==> src/rtl/mac_pkg.sv <==
// Shared widths and FSM encoding for the MAC operand loader.
package mac_pkg;

   localparam int LANES = 9;
   localparam int IMG_W = 8;
   localparam int WGT_W = 4;
   localparam int EXP_W = 5;

   typedef enum logic [1:0] {
      IMG  = 2'd0,
      WGT  = 2'd1,
      EXP  = 2'd2,
      FULL = 2'd3
   } mac_state_e;

endpackage

==> src/rtl/mac_operand_loader.sv <==
// Unpacks a 15-byte operand frame into image/weight/exp-bias shadow registers and hands them
// off double-buffered. Define WEIGHT_KEEP_EN to let a 9-byte frame reuse the stored weights.
module mac_operand_loader
   import mac_pkg::*;
#(
   parameter int LANES = 9
) (
   input  logic                     clk,
   input  logic                     rst_n,
   input  logic [7:0]               in_data,
   input  logic                     in_valid,
   output logic                     in_ready,
   input  logic                     in_keep_w,
   output logic [LANES*IMG_W-1:0]   image_out,
   output logic [LANES*WGT_W-1:0]   weight_out,
   output logic [EXP_W-1:0]         exp_bias_out,
   output logic                     out_valid,
   input  logic                     out_ready,
   output mac_state_e               fsm_state
);

   // Handshakes: a byte moves when in_valid && in_ready on a rising edge; an operand set
   // is consumed when out_valid && out_ready on a rising edge. out_valid never drops
   // without out_ready, and the outputs do not change while out_valid && !out_ready.

   localparam int WGT_BYTES = (LANES + 1) / 2;

   mac_state_e               state;
   logic [3:0]               cnt;
   logic [LANES*IMG_W-1:0]   img_sh;
   logic [LANES*WGT_W-1:0]   wgt_sh;
   logic [EXP_W-1:0]         exp_sh;
   logic                     accept;
   logic                     load;
   logic                     last_img;
   logic                     last_wgt;
   logic                     keep_now;

   assign in_ready  = (state != FULL);
   assign accept    = in_valid && in_ready;
   assign load      = (state == FULL) && (!out_valid || out_ready);
   assign last_img  = (cnt == 4'(LANES - 1));
   assign last_wgt  = (cnt == 4'(WGT_BYTES - 1));
   assign fsm_state = state;

`ifdef WEIGHT_KEEP_EN
   logic keep_q;

   // The keep request only counts on image byte 0; later bytes use the latched copy.
   assign keep_now = (cnt == 4'd0) ? in_keep_w : keep_q;

   always_ff @(posedge clk or negedge rst_n) begin
      if (!rst_n) begin
         keep_q <= 1'b0;
      end else if (accept && (state == IMG) && (cnt == 4'd0)) begin
         keep_q <= in_keep_w;
      end
   end
`else
   logic unused_keep;

   assign keep_now    = 1'b0;
   assign unused_keep = in_keep_w;
`endif

   always_ff @(posedge clk or negedge rst_n) begin
      if (!rst_n) begin
         state        <= IMG;
         cnt          <= '0;
         img_sh       <= '0;
         wgt_sh       <= '0;
         exp_sh       <= '0;
         image_out    <= '0;
         weight_out   <= '0;
         exp_bias_out <= '0;
         out_valid    <= 1'b0;
      end else begin
         if (load) begin
            image_out    <= img_sh;
            weight_out   <= wgt_sh;
            exp_bias_out <= exp_sh;
            out_valid    <= 1'b1;
            cnt          <= '0;
            state        <= IMG;
         end else if (out_ready) begin
            out_valid <= 1'b0;
         end

         if (accept) begin
            case (state)
               IMG: begin
                  for (int k = 0; k < LANES; k++) begin
                     if (cnt == 4'(k)) begin
                        img_sh[IMG_W*(LANES-1-k) +: IMG_W] <= in_data;
                     end
                  end
                  if (last_img) begin
                     cnt   <= '0;
                     state <= keep_now ? FULL : WGT;
                  end else begin
                     cnt <= cnt + 4'd1;
                  end
               end
               WGT: begin
                  // Even lanes take the high nibble of byte lane/2, odd lanes the low nibble;
                  // the low nibble of the last weight byte has no lane.
                  for (int l = 0; l < LANES; l++) begin
                     if (cnt == 4'(l / 2)) begin
                        wgt_sh[WGT_W*(LANES-1-l) +: WGT_W] <= (l % 2 == 0) ? in_data[7:4]
                                                                           : in_data[3:0];
                     end
                  end
                  if (last_wgt) begin
                     cnt   <= '0;
                     state <= EXP;
                  end else begin
                     cnt <= cnt + 4'd1;
                  end
               end
               EXP: begin
                  exp_sh <= in_data[EXP_W-1:0];
                  cnt    <= '0;
                  state  <= FULL;
               end
               default: begin
               end
            endcase
         end
      end
   end

endmodule

==> config.mk <==
export PLATFORM = sky130hd
export DESIGN_NAME = mac_operand_loader
export DESIGN_NICKNAME = d
export VERILOG_FILES = /design/src/rtl/mac_pkg.sv /design/src/rtl/mac_operand_loader.sv
export SDC_FILE = /design/constraint.sdc
export NUM_CORES = 1
export LEC_CHECK = 0
export BUFFER_PORTS_ARGS = -buffer_cell sky130_fd_sc_hd__buf_2
export CORE_MARGIN = 1
export CORE_UTILIZATION = 55
export DETAILED_ROUTE_END_ITERATION = 8
export GPL_ROUTABILITY_DRIVEN = 0
export GPL_TIMING_DRIVEN = 0
export PLACE_DENSITY = 0.83
export SYNTH_ARGS = -nofsm -noshare
export SYNTH_HDL_FRONTEND = slang
export SYNTH_SLANG_ARGS = --single-unit
==> constraint.sdc <==
create_clock -name clk -period 2.3 [get_ports clk]
set_input_delay 0.46 -clock clk [delete_from_list [all_inputs] [get_ports clk]]
set_output_delay 0.46 -clock clk [all_outputs]
set_load 0.02 [all_outputs]
==> results of run 1 <==
-- sequential cells by signal, summed over array words and instances, names as in the netlist --
signal and cells:
img_sh 72, wgt_sh 36, exp_sh 5, exp_bias_out 5, fsm_state 2, out_valid 1, weight_out 36, cnt 4
image_out 72
-- layer usage --
metal,wire [microns],up-vias
li1,-,2269
met1,7800,2666
met2,9240,130
met3,909,31
met4,398,0
met5,0,-
-- where the power goes --
part	total (mW)	leakage [nW]	switching (mW)	internal (mW)
registers	6.90	2.98	0.950	5.95
logic	5.30	2.02	2.79	2.51
clock network	3.65	0.368	1.49	2.16
-- cell usage after synthesis --
library cell	number	area [sq um]
and3b_1	2	17.5
o21ai_0	3	15.0
a31oi_1	2	12.5
nor2_1	5	18.8
and2_1	1	6.26
a32o_1	4	40.0
o22ai_1	1	6.26
nand3_1	2	10.0
nor3b_1	1	7.51
nor2b_2	1	8.76
and2b_1	1	7.51
dfrtp_1	233	5830
nor2b_1	6	37.5
buf_4	2	15.0
nand4_2	5	62.6
ha_1	4	50.1
nor3b_4	1	18.8
nand2b_1	5	31.3
and4_1	2	17.5
nand3_2	4	40.0
clkbuf_1	10	37.5
buf_2	14	70.1
mux2_2	225	2530
or2_2	1	6.26
mux2i_1	1	10.0
and4bb_2	1	12.5
inv_1	2	7.51
mux2_1	1	11.3
nor2_2	1	6.26
buf_6	3	33.8
nand3b_2	1	11.3
nand2_1	4	15.0
a211oi_1	1	7.51
nand2_2	2	12.5
nand3b_1	1	7.51
a21oi_1	2	10.0
-- final timing paths --
kind	to
worst min register to register	image_out[27]
min in group clk	wgt_sh[20]
max in group asynchronous	cnt[2]
worst min-delay path	image_out[35]
worst max register to register	img_sh[4]
worst max-delay path	img_sh[4]
-- worst reg2reg max path, cell delays in order, from the launching register on --
cell and delay, ps:
dfrtp_1 440, inv_1 110, ha_1 150, buf_2 200, and4bb_2 320, nand3b_2 240, mux2_2 350
-- cell families (layout without fill, tap and decap cells) --
logic type | after synthesis | in the layout | share of synthesized area
adders and majority gates | 4 | 4 | 0.00553
AOI/OAI and AO/OA | 13 | 13 | 0.0101
muxes | 227 | 227 | 0.282
and+or+nand+nor | 47 | 47 | 0.0393
buffers and inverters | 31 | 201 | 0.0181
DFF | 233 | 233 | 0.645
-- cell type report --
cell class	count	area [sq um]	share of cell area
plain buffers	29	156	0.0146
clock buffers	33	676	0.0629
clock inverters	8	71.3	0.00664
inverters	2	7.51	0.000699
multi-input cells	291	3050	0.284
flip-flops and latches	233	5830	0.543
well taps	216	270	0.0252
repair buffers	129	678	0.0631
==> impl.org, run 1 <==
** Route
- Vias :: 5,096
- Dividing the detail-routed via count by the number of cells gives 5.42.
- Drt first pass iters :: 4
- The count of nets left with antenna violations once routing finished came out at 0.
- Total detailed-routing wirelength :: 18,300 microns
- First DRT Iteration DRCs :: 190
- After detailed routing, the number of remaining DRC violations is 0.
- In the final routed layout, each cell accounts on average for 19.5 microns.

** Layout
- Fill cells in the final layout number 1,119.
- At the end of the flow the core is filled with cells to 0.674.
- Ratio of cells with drive above 1 in the final layout :: 0.586
- Number of diodes :: 0
- Relative to the synthesized area, the layout overhead comes to 18.7%.
- Excluding fillers, the count of instances in the completed layout stands at 941.
- Final design instance area without fill :: 0.0107 sq mm
- After the last flow step, the layout net total stands at 727.
- Most frequent standard cell in the layout excluding fill and tap cells :: dfrtp_1
- In the layout the commonest cells are dfrtp_1 (233), mux2_2 (225), buf_2 (141).

** STA
- Worst-Margin Slew :: 903 ps
- Final Hold Violating Endpoints :: 9
- Max Clk Rate :: 516 MHz
- Final Cycle Share :: 0.843
- Setup TNS :: 0 ps
- Tightest slew margin relative to the limit :: 0.398
- Final worst setup slack :: 361 ps
- Final worst clock skew :: 19.3 ps
- Final count of pins violating max slew :: 0
- Worst-case hold slack :: -17.4 ps
- Setup repair after global routing missed its margin :: false
- Setup violations remaining at the end of the flow were counted as 0.
- Final Critical Period :: 1940 ps

** Logic synthesis
- In this run the cell area of the synthesized design comes to 0.00905 sq mm.
- Each instance of the synthesized netlist takes up on average 16.3 sq um.
- During synthesis, Yosys emitted a total of 0 warnings.
- Number of nets produced by synthesis :: 572
- The synthesized netlist contains 36 unique library cells.
- Synth Instances :: 555
- Part of the Yosys area used for sequential elements :: 0.645
- Synthesis inferred 233 register bits.

** Critical path
- The critical path contains buffers and inverters numbering 2 combined.
- Kind of cell with the highest combined delay on the critical path :: simple AND/OR/NAND/NOR gates
- In this run the worst path has a maximum fanout of 10.
- Cell type of the slowest stage on the worst timing path :: dfrtp_1
- Number of cell instances on the worst register-to-register path :: 6
- The signal on the critical path passes through inv_1 > ha_1 > buf_2 > and4bb_2 > nand3b_2 > mux2_2.
- The startpoint identified for the worst register-to-register timing path is cnt[0].
- In this run the number of cells on the critical path is 6.
- Register-to-register setup slack :: 360 ps
- Maximum cell stage delay along the critical path :: 440 ps
- The critical path is of the reg -> reg type.
- Data arrival time at the worst-slack endpoint :: 2320 ps
- For the worst setup path, the data required time is 2680 ps.
- STA classifies the critical path endpoint as a flop.
- Kind of start point of the critical path :: flop
- Timing startpoint of the critical path :: cnt[0]

** Floorplanning
- Row count :: 46
- Starting utilization of the core area :: 0.567
- Die height :: 130 microns
- Die Footprint :: 0.0170 sq mm
- The core region is 0.0159 sq mm.
- Horizontal die dimension :: 130 microns
- During I/O placement, the number of pins put on the boundary was 130.

** Global route
- The layer flagged by global routing as most heavily used is met2.
- Pin count of the biggest net entering global routing :: 124
- Routing usage on met3 :: 0.0394
- First-pass GRT wire length :: 29,200 microns
- Antenna violations before repair :: 0
- Met1 track demand over resource in global routing :: 0.310
- For met2 alone, demand over resource in global routing was 0.384.
- In the global route stage, overall resource usage came out at 0.229.
- The number of global-route vias before repair was 5,367.
- For this run the aggregate overflow at the end of global routing stands at 0.

** Power
- The worst-case IR drop observed on VDD is 0.00102 V.
- The completed layout was analyzed and its total power is 15.8 mW.
- Leakage power total :: 5.37 nW
- PD cells :: 1480 mW/mm^2

** Clocking
- Cell at the root of the clock tree :: clkbuf_16
- Clock-pin slew was measured on the worst setup and hold paths at 60 ps.
- Total clock sinks :: 233
- Clock tree from TritonCTS :: built
- Post-CTS Resized :: 0
- Total CTS buffers :: 24
- In this run the number of H-tree levels came out at 1.
- Clock buffer depth :: 3
- Buffers inserted by post-CTS timing repair :: 0
- In this run, post-CTS hold repair placed 0 buffers.
- The later pin in the worst-skew pair is clocked with a latency of 510 ps.

** Min path
- The tightest min-delay check is of the in -> async type.

** Placed design
- HPWL after detailed placement :: 12,300 microns
- Post-Place Cell Area :: 0.00999 sq mm
- Port Buffer Count :: 128
- Cell Count Post-Placement :: 900
- At the placement stage, the worst setup path has a slack of 357 ps.

** Outcome
- Status :: finished, violations left
- Violated checks :: hold timing

** Run
- Max-cap violation count :: 0
Note: power is estimated with default switching activity, not from simulation.
==> run 2: changes to the inputs <==
Settings changed: CORE_UTILIZATION 55 to 51, PLACE_DENSITY 0.83 to 0.81.
Clock period 2.3 ns to 1.7 ns, I/O delays scaled along.
==> impl.org, run 2 (synthesis results as in run 1) <==
** Clocking
- Clock tree synthesis selected as its root buffer the cell clkbuf_16.
- Latest clock arrival within the worst-skew pair :: 500 ps
- CTS saw 233 sinks.
- Clock tree synthesis inserted a total of 24 buffers.
- Clock tree from TritonCTS :: built
- No sink is reached through more buffers than the 3 on the longest clock path.
- Post-CTS clock slew at the launch and capture registers of the worst setup and hold paths :: 60 ps
- Clock H-tree levels :: 1

** Power
- The worst-case IR drop observed on VDD is 0.00117 V.
- Summed over all cells, the static leakage comes to 5.59 nW.
- The design draws 22.5 mW.
- For this design the ratio of total power to cell area is 2020 mW/mm^2.

** Floorplanning
- Row count :: 48
- From left edge to right edge, the die measures 135 microns.
- The initial utilization of the core area, before any placement, comes to 0.523.
- The die covers 0.0183 sq mm.
- Num ports :: 130
- Die height :: 135 microns
- The region available for standard cell placement spans 0.0173 sq mm.

** Route
- After detailed routing, the number of vias per cell comes to 5.34.
- For this run, design rule violations remaining after detail routing come to 0.
- First DRT Iteration DRCs :: 258
- Total detailed-routing wirelength :: 19,500 microns
- Detailed routing inserted a total of 5,175 vias.
- Residual antenna-violating net count after detailed routing :: 0
- After detailed routing, the average wire length per cell comes to 20.2 microns.
- Drt first pass iters :: 4

** STA
- Setup TNS :: 0 ps
- Final worst clock skew :: 8.00 ps
- Setup repair after global routing missed its margin :: true
- In the finished design, the share of the clock period the worst path needs comes to 0.996.
- On the final layout, the worst hold slack is 124 ps.
- For the pin with the worst max-slew slack, the measured transition is 945 ps.
- Final Hold Violating Endpoints :: 0
- In the post-route analysis, the smallest setup slack over all paths is 7.49 ps.
- Final count of pins violating max slew :: 0
- For the finished layout, the period the worst path requires is 1690 ps.
- Max Clk Rate :: 591 MHz
- Tightest slew margin relative to the limit :: 0.370
- Setup violations remaining at the end of the flow were counted as 0.

** Critical path
- Data arrival time at the worst-slack endpoint :: 2080 ps
- The worst setup path is captured at a flop.
- By startpoint and endpoint, the worst setup path is classified as reg -> reg.
- Required time worst endpoint :: 2090 ps
- Kind of start point of the critical path :: flop
- Of all nets on the critical path, the largest fanout is 5.

** Layout
- The multi-input combinational cells in the finished layout cover a total of 0.00320 sq mm.
- Area added between synthesis and finish :: 23.5%
- After filler insertion, the fill cell instance count of the layout stands at 1,201.
- After routing the design area is 0.0112 sq mm.
- In the final design database the tool counted 743 nets.
- Leading cell types in the layout, fill and taps excluded :: dfrtp_1 (233), mux2_2 (222), buf_2 (135)
- Most frequent standard cell in the layout excluding fill and tap cells :: dfrtp_1
- The number of antenna diodes in the final layout is 0.
- Registers take 0.00583 sq mm.
- The finished layout holds 969 standard cells, fillers aside.
- Layout Utilization :: 0.646
- Ratio of cells with drive above 1 in the final layout :: 0.617
- The largest registers in the layout are image_out: 72 flops, img_sh: 72 flops.

** Global route
- The first global-routing pass estimated 30,800 microns of wire.
- The number of global-route vias before repair came to 5,617.
- Pin count of the biggest net entering global routing :: 95
- Residual overflow from global routing :: 0
- Total global routing track utilization :: 0.221
- Antenna violations before repair :: 1

** Placed design
- OpenSTA, run right after detailed placement, puts the worst setup slack at -239 ps.
- After legalization and detailed placement, the total HPWL measured 12,500 microns.
- Port buffering added 128 buffers.
- After detailed placement, the design holds a cell count of 910.
- The placed instances occupy a cell area of 0.0100 sq mm.

** Run
- Max-cap violation count :: 0

** Outcome
- The flow ran to the end, and the final reports show no timing, DRC or antenna violations.

** Min path
- The path class of the tightest hold or removal check is in -> reg.
==> run 2: timing repair <==
action / 4_1_cts / 5_1_grt
resized for setup: 17 / 21
hold buffers: 1 / 0
hold endpoints to repair: 53 / 0
setup endpoints to repair: 62 / 179
pin swaps: 1 / 1
setup buffers: 7 / 9
==> run 2: path summary, 6_finish.rpt <==
| check | from | to | slack [ps] | cells past startpoint |
|---|---|---|---|---|
| worst min-delay path | in_data[5] | wgt_sh[1] | 120 | 2 |
| worst max register to register | cnt[2] | wgt_sh[2] | 7 | 3 |
| worst max-delay path | cnt[2] | wgt_sh[2] | 7 | 3 |
| worst min register to register | img_sh[69] | img_sh[69] | 500 | 1 |
| max in group asynchronous | rst_n | img_sh[7] | 550 | 3 |
| min in group asynchronous | rst_n | img_sh[52] | 360 | 2 |
==> run 2: routing by layer <==
metal / vias to the layer above / routed length, microns / global-route usage / share of wire
met5: - / 0 / 0 / 0
met4: 0 / 255 / 0.0543 / 0.013
met3: 22 / 1030 / 0.0434 / 0.053
met2: 135 / 9810 / 0.378 / 0.50
met1: 2698 / 8440 / 0.290 / 0.43
li1: 2320 / - / - / -
==> run 2: power breakdown <==
group	switching [mW]	internal (mW)
Combinational	4.05	3.70
Sequential	1.34	8.05
Clock	2.06	3.31
==> run 2: layout make-up <==
| class | count | area share |
|---|---|---|
| plain buffers | 27 | 0.0148 |
| clock buffers | 33 | 0.0623 |
| clock inverters | 11 | 0.0119 |
| inverters | 2 | 0.000672 |
| multi-input cells | 291 | 0.287 |
| flip-flops and latches | 233 | 0.522 |
| well taps | 225 | 0.0252 |
| repair buffers | 147 | 0.0762 |
==> run 2: worst max-delay path: stages (launching register included) <==
cell and delay (ps):
dfrtp_1 500, nor2b_2 370, and4_2 360, mux2_2 350
==> run 3: changes to the inputs <==
Settings changed: REMOVE_ABC_BUFFERS from default to 1.
==> impl.org, run 3 (synthesis results as in run 1) <==
** Floorplanning
- The region available for standard cell placement spans 0.0173 sq mm.
- Num ports :: 130
- From left edge to right edge, the die measures 135 microns.
- Die height :: 135 microns
- Row generation in the floorplan step produced 48 rows.
- Die Footprint :: 0.0183 sq mm
- For this configuration, the core starts out at a cell density of 0.523.

** Outcome
- Status :: finished, violations left
- Violated checks :: setup timing

** Min path
- The tightest min-delay check is of the in -> reg type.

** STA
- Derived from the worst setup path, the maximum achievable clock frequency is 569 MHz.
- Measured against its own limit, the worst slew margin works out to 0.594.
- Setup repair after global routing could not meet its margin everywhere.
- Setup violators final :: 17
- Final count of pins violating max slew :: 0
- Final worst clock skew :: 16.8 ps
- Final Cycle Share :: 1.03
- Final worst setup slack :: -56.9 ps
- For the finished layout, the period the worst path requires is 1760 ps.
- For the pin with the worst max-slew slack, the measured transition is 608 ps.
- The hold violation count in the final report was 0.

** Power
- PD cells :: 2010 mW/mm^2
- Leakage power total :: 5.42 nW
- Total chip power :: 22.0 mW
- Max rail drop VDD :: 0.00125 V

** Layout
- In the final design database the tool counted 715 nets.
- The finished layout holds 933 standard cells, fillers aside.
- In the layout the commonest cells are dfrtp_1 (229), mux2_2 (225), buf_2 (126).
- Most frequent standard cell in the layout excluding fill and tap cells :: dfrtp_1
- Number of diodes :: 0
- In the final layout, flip-flops and latches occupy 0.00584 sq mm.
- Area added between synthesis and finish :: 21.2%
- Largest registers :: image_out: 72 flops, img_sh: 72 flops
- Ratio of cells with drive above 1 in the final layout :: 0.613
- Summing all multi-input logic gate instances after layout gives 0.00326 sq mm.
- After filler insertion, the fill cell instance count of the layout stands at 1,253.

** Critical path
- The kind of cell with the highest combined delay along the critical path is flip-flops.
- Largest fanout on the critical path :: 10
- The largest individual stage delay along the critical path comes from the cell dfrtp_4.
- Kind of start point of the critical path :: flop
- Capturing element type of the critical path :: primary output
- Walking the worst path, the cells encountered are buf_4 > buf_2.
- Data arrives at the worst endpoint at 1420 ps.
- Critical Setup Path Class :: reg -> out
- On the worst path, the slowest cell contributes a delay of 570 ps.
- At the worst endpoint, the required time is 1360 ps.
- Buffers plus inverters on the worst setup path :: 2

** Route
- In this run, the number of DRC markers left after iteration 0 of detailed routing was 216.
- In the routed design, unresolved DRC markers number 0.
- Wires add up to 19,400 microns.
- Vias :: 5,064
- Average wire per standard cell :: 20.8 microns
- The first detailed-routing pass ran for 4 iterations.
- The detail route stage leaves a number of antenna-violating nets equal to 0.
- Vias per Instance :: 5.43

** Run
- Max-cap violation count :: 0

** Global route
- Total global routing track utilization :: 0.216
- Entering global routing, the biggest net connects 123 pins.
- Antenna violations before repair :: 0
- The number of global-route vias before repair was 5,337.
- First-pass GRT wire length :: 29,700 microns
- For this run the aggregate overflow at the end of global routing stands at 0.

** Clocking
- CTS built an H-tree with a depth of 1.
- Post-CTS clock slew at the launch and capture registers of the worst setup and hold paths :: 60 ps
- Clock tree from TritonCTS :: built
- Clock latency on the worst-skew pair, taken at its later pin, is 520 ps.
- The number of clock buffers added by TritonCTS is 24.
- Clock buffer depth :: 3
- The tree is rooted in a clkbuf_16.
- Total clock sinks :: 233

** Placed design
- Detailed placement finished with a half-perimeter wire length of 11,200 microns.
- Buffers placed on the I/O ports in this run total 128.
- Cell Count Post-Placement :: 881
==> run 3: changes by cell type in the layout (fill, tap and decap cells not counted), moves of 2 or more <==
cell	before	now
nor2b_2	3	1
buf_2	135	126
mux2_2	222	225
clkbuf_1	13	6
dfrtp_1	233	229
buf_12	1	4
nor2b_4	0	3
clkbuf_8	4	2
clkinv_2	7	0
buf_4	19	7
dfrtp_4	0	3
buf_6	5	3
nand3_2	2	4
mux2_4	3	0
==> run 3: layer usage <==
| metal | wire [microns] | track usage | vias to the layer above |
|---|---|---|---|
| li1 | - | - | 2268 |
| met1 | 8150 | 0.280 | 2641 |
| met2 | 9960 | 0.375 | 125 |
| met3 | 899 | 0.0314 | 30 |
| met4 | 384 | 0.0655 | 0 |
| met5 | 0 | 0 | - |
==> run 3: area by class of cell <==
type | count | share of cell area
Sequential cell | 233 | 0.533
Multi-Input combinational cell | 295 | 0.297
Timing Repair Buffer | 142 | 0.0761
Clock buffer | 32 | 0.0593
Tap cell | 225 | 0.0257
Clock inverter | 4 | 0.00799
Inverter | 2 | 0.000685
==> run 3: worst paths after layout <==
kind	start	to	slack, ps	cells after the start
max reg2reg	cnt[1]	img_sh[36]	-30	5
min	out_ready	out_valid	250	3
min in group asynchronous	rst_n	img_sh[66]	390	2
max in group asynchronous	rst_n	cnt[2]	300	3
max	fsm_state[1]	fsm_state[1]	-60	2
min reg2reg	image_out[21]	image_out[21]	500	1
==> run 3: worst register-to-register path: cells and delay by family (launching register included) <==
| family | cells | cell delay [ps] |
|---|---|---|
| DFF | 1 | 420 |
| and+or+nand+nor | 2 | 520 |
| muxes | 1 | 320 |
| adders and majority gates | 1 | 210 |
| buffers and inverters | 1 | 140 |
==> run 3: timing repair <==
action | 4_1_cts | 5_1_grt
setup buffers | 11 | 0
hold endpoints to repair | 111 | 0
gates cloned | 2 | 2
hold buffers | 1 | 0
pin swaps | 0 | 1
resized for setup | 27 | 17
endpoints found under the setup margin | 213 | 280
==> run 3: power breakdown <==
| group | switching [mW] | internal (mW) |
|---|---|---|
| clock network | 2.05 | 2.97 |
| registers | 1.42 | 8.07 |
| logic | 3.92 | 3.59 |
==> run 3: per-stage QoR <==
step / utilization / area [sq um] / worst slack [ps] / TNS (ps) / hold slack (ps)
floorplan: - / 8890 / -1360 / -155600 / 44.4
global placement: 0.567 / 9810 / -3360 / -1026640 / 477
detailed placement: 0.572 / 9890 / -999 / -91060 / 450
CTS: 0.628 / 10900 / -58.1 / -90.3 / 233
global route: 0.634 / 11000 / -95.3 / -3250 / 257
finish: 0.634 / 11000 / -56.9 / -264 / 249
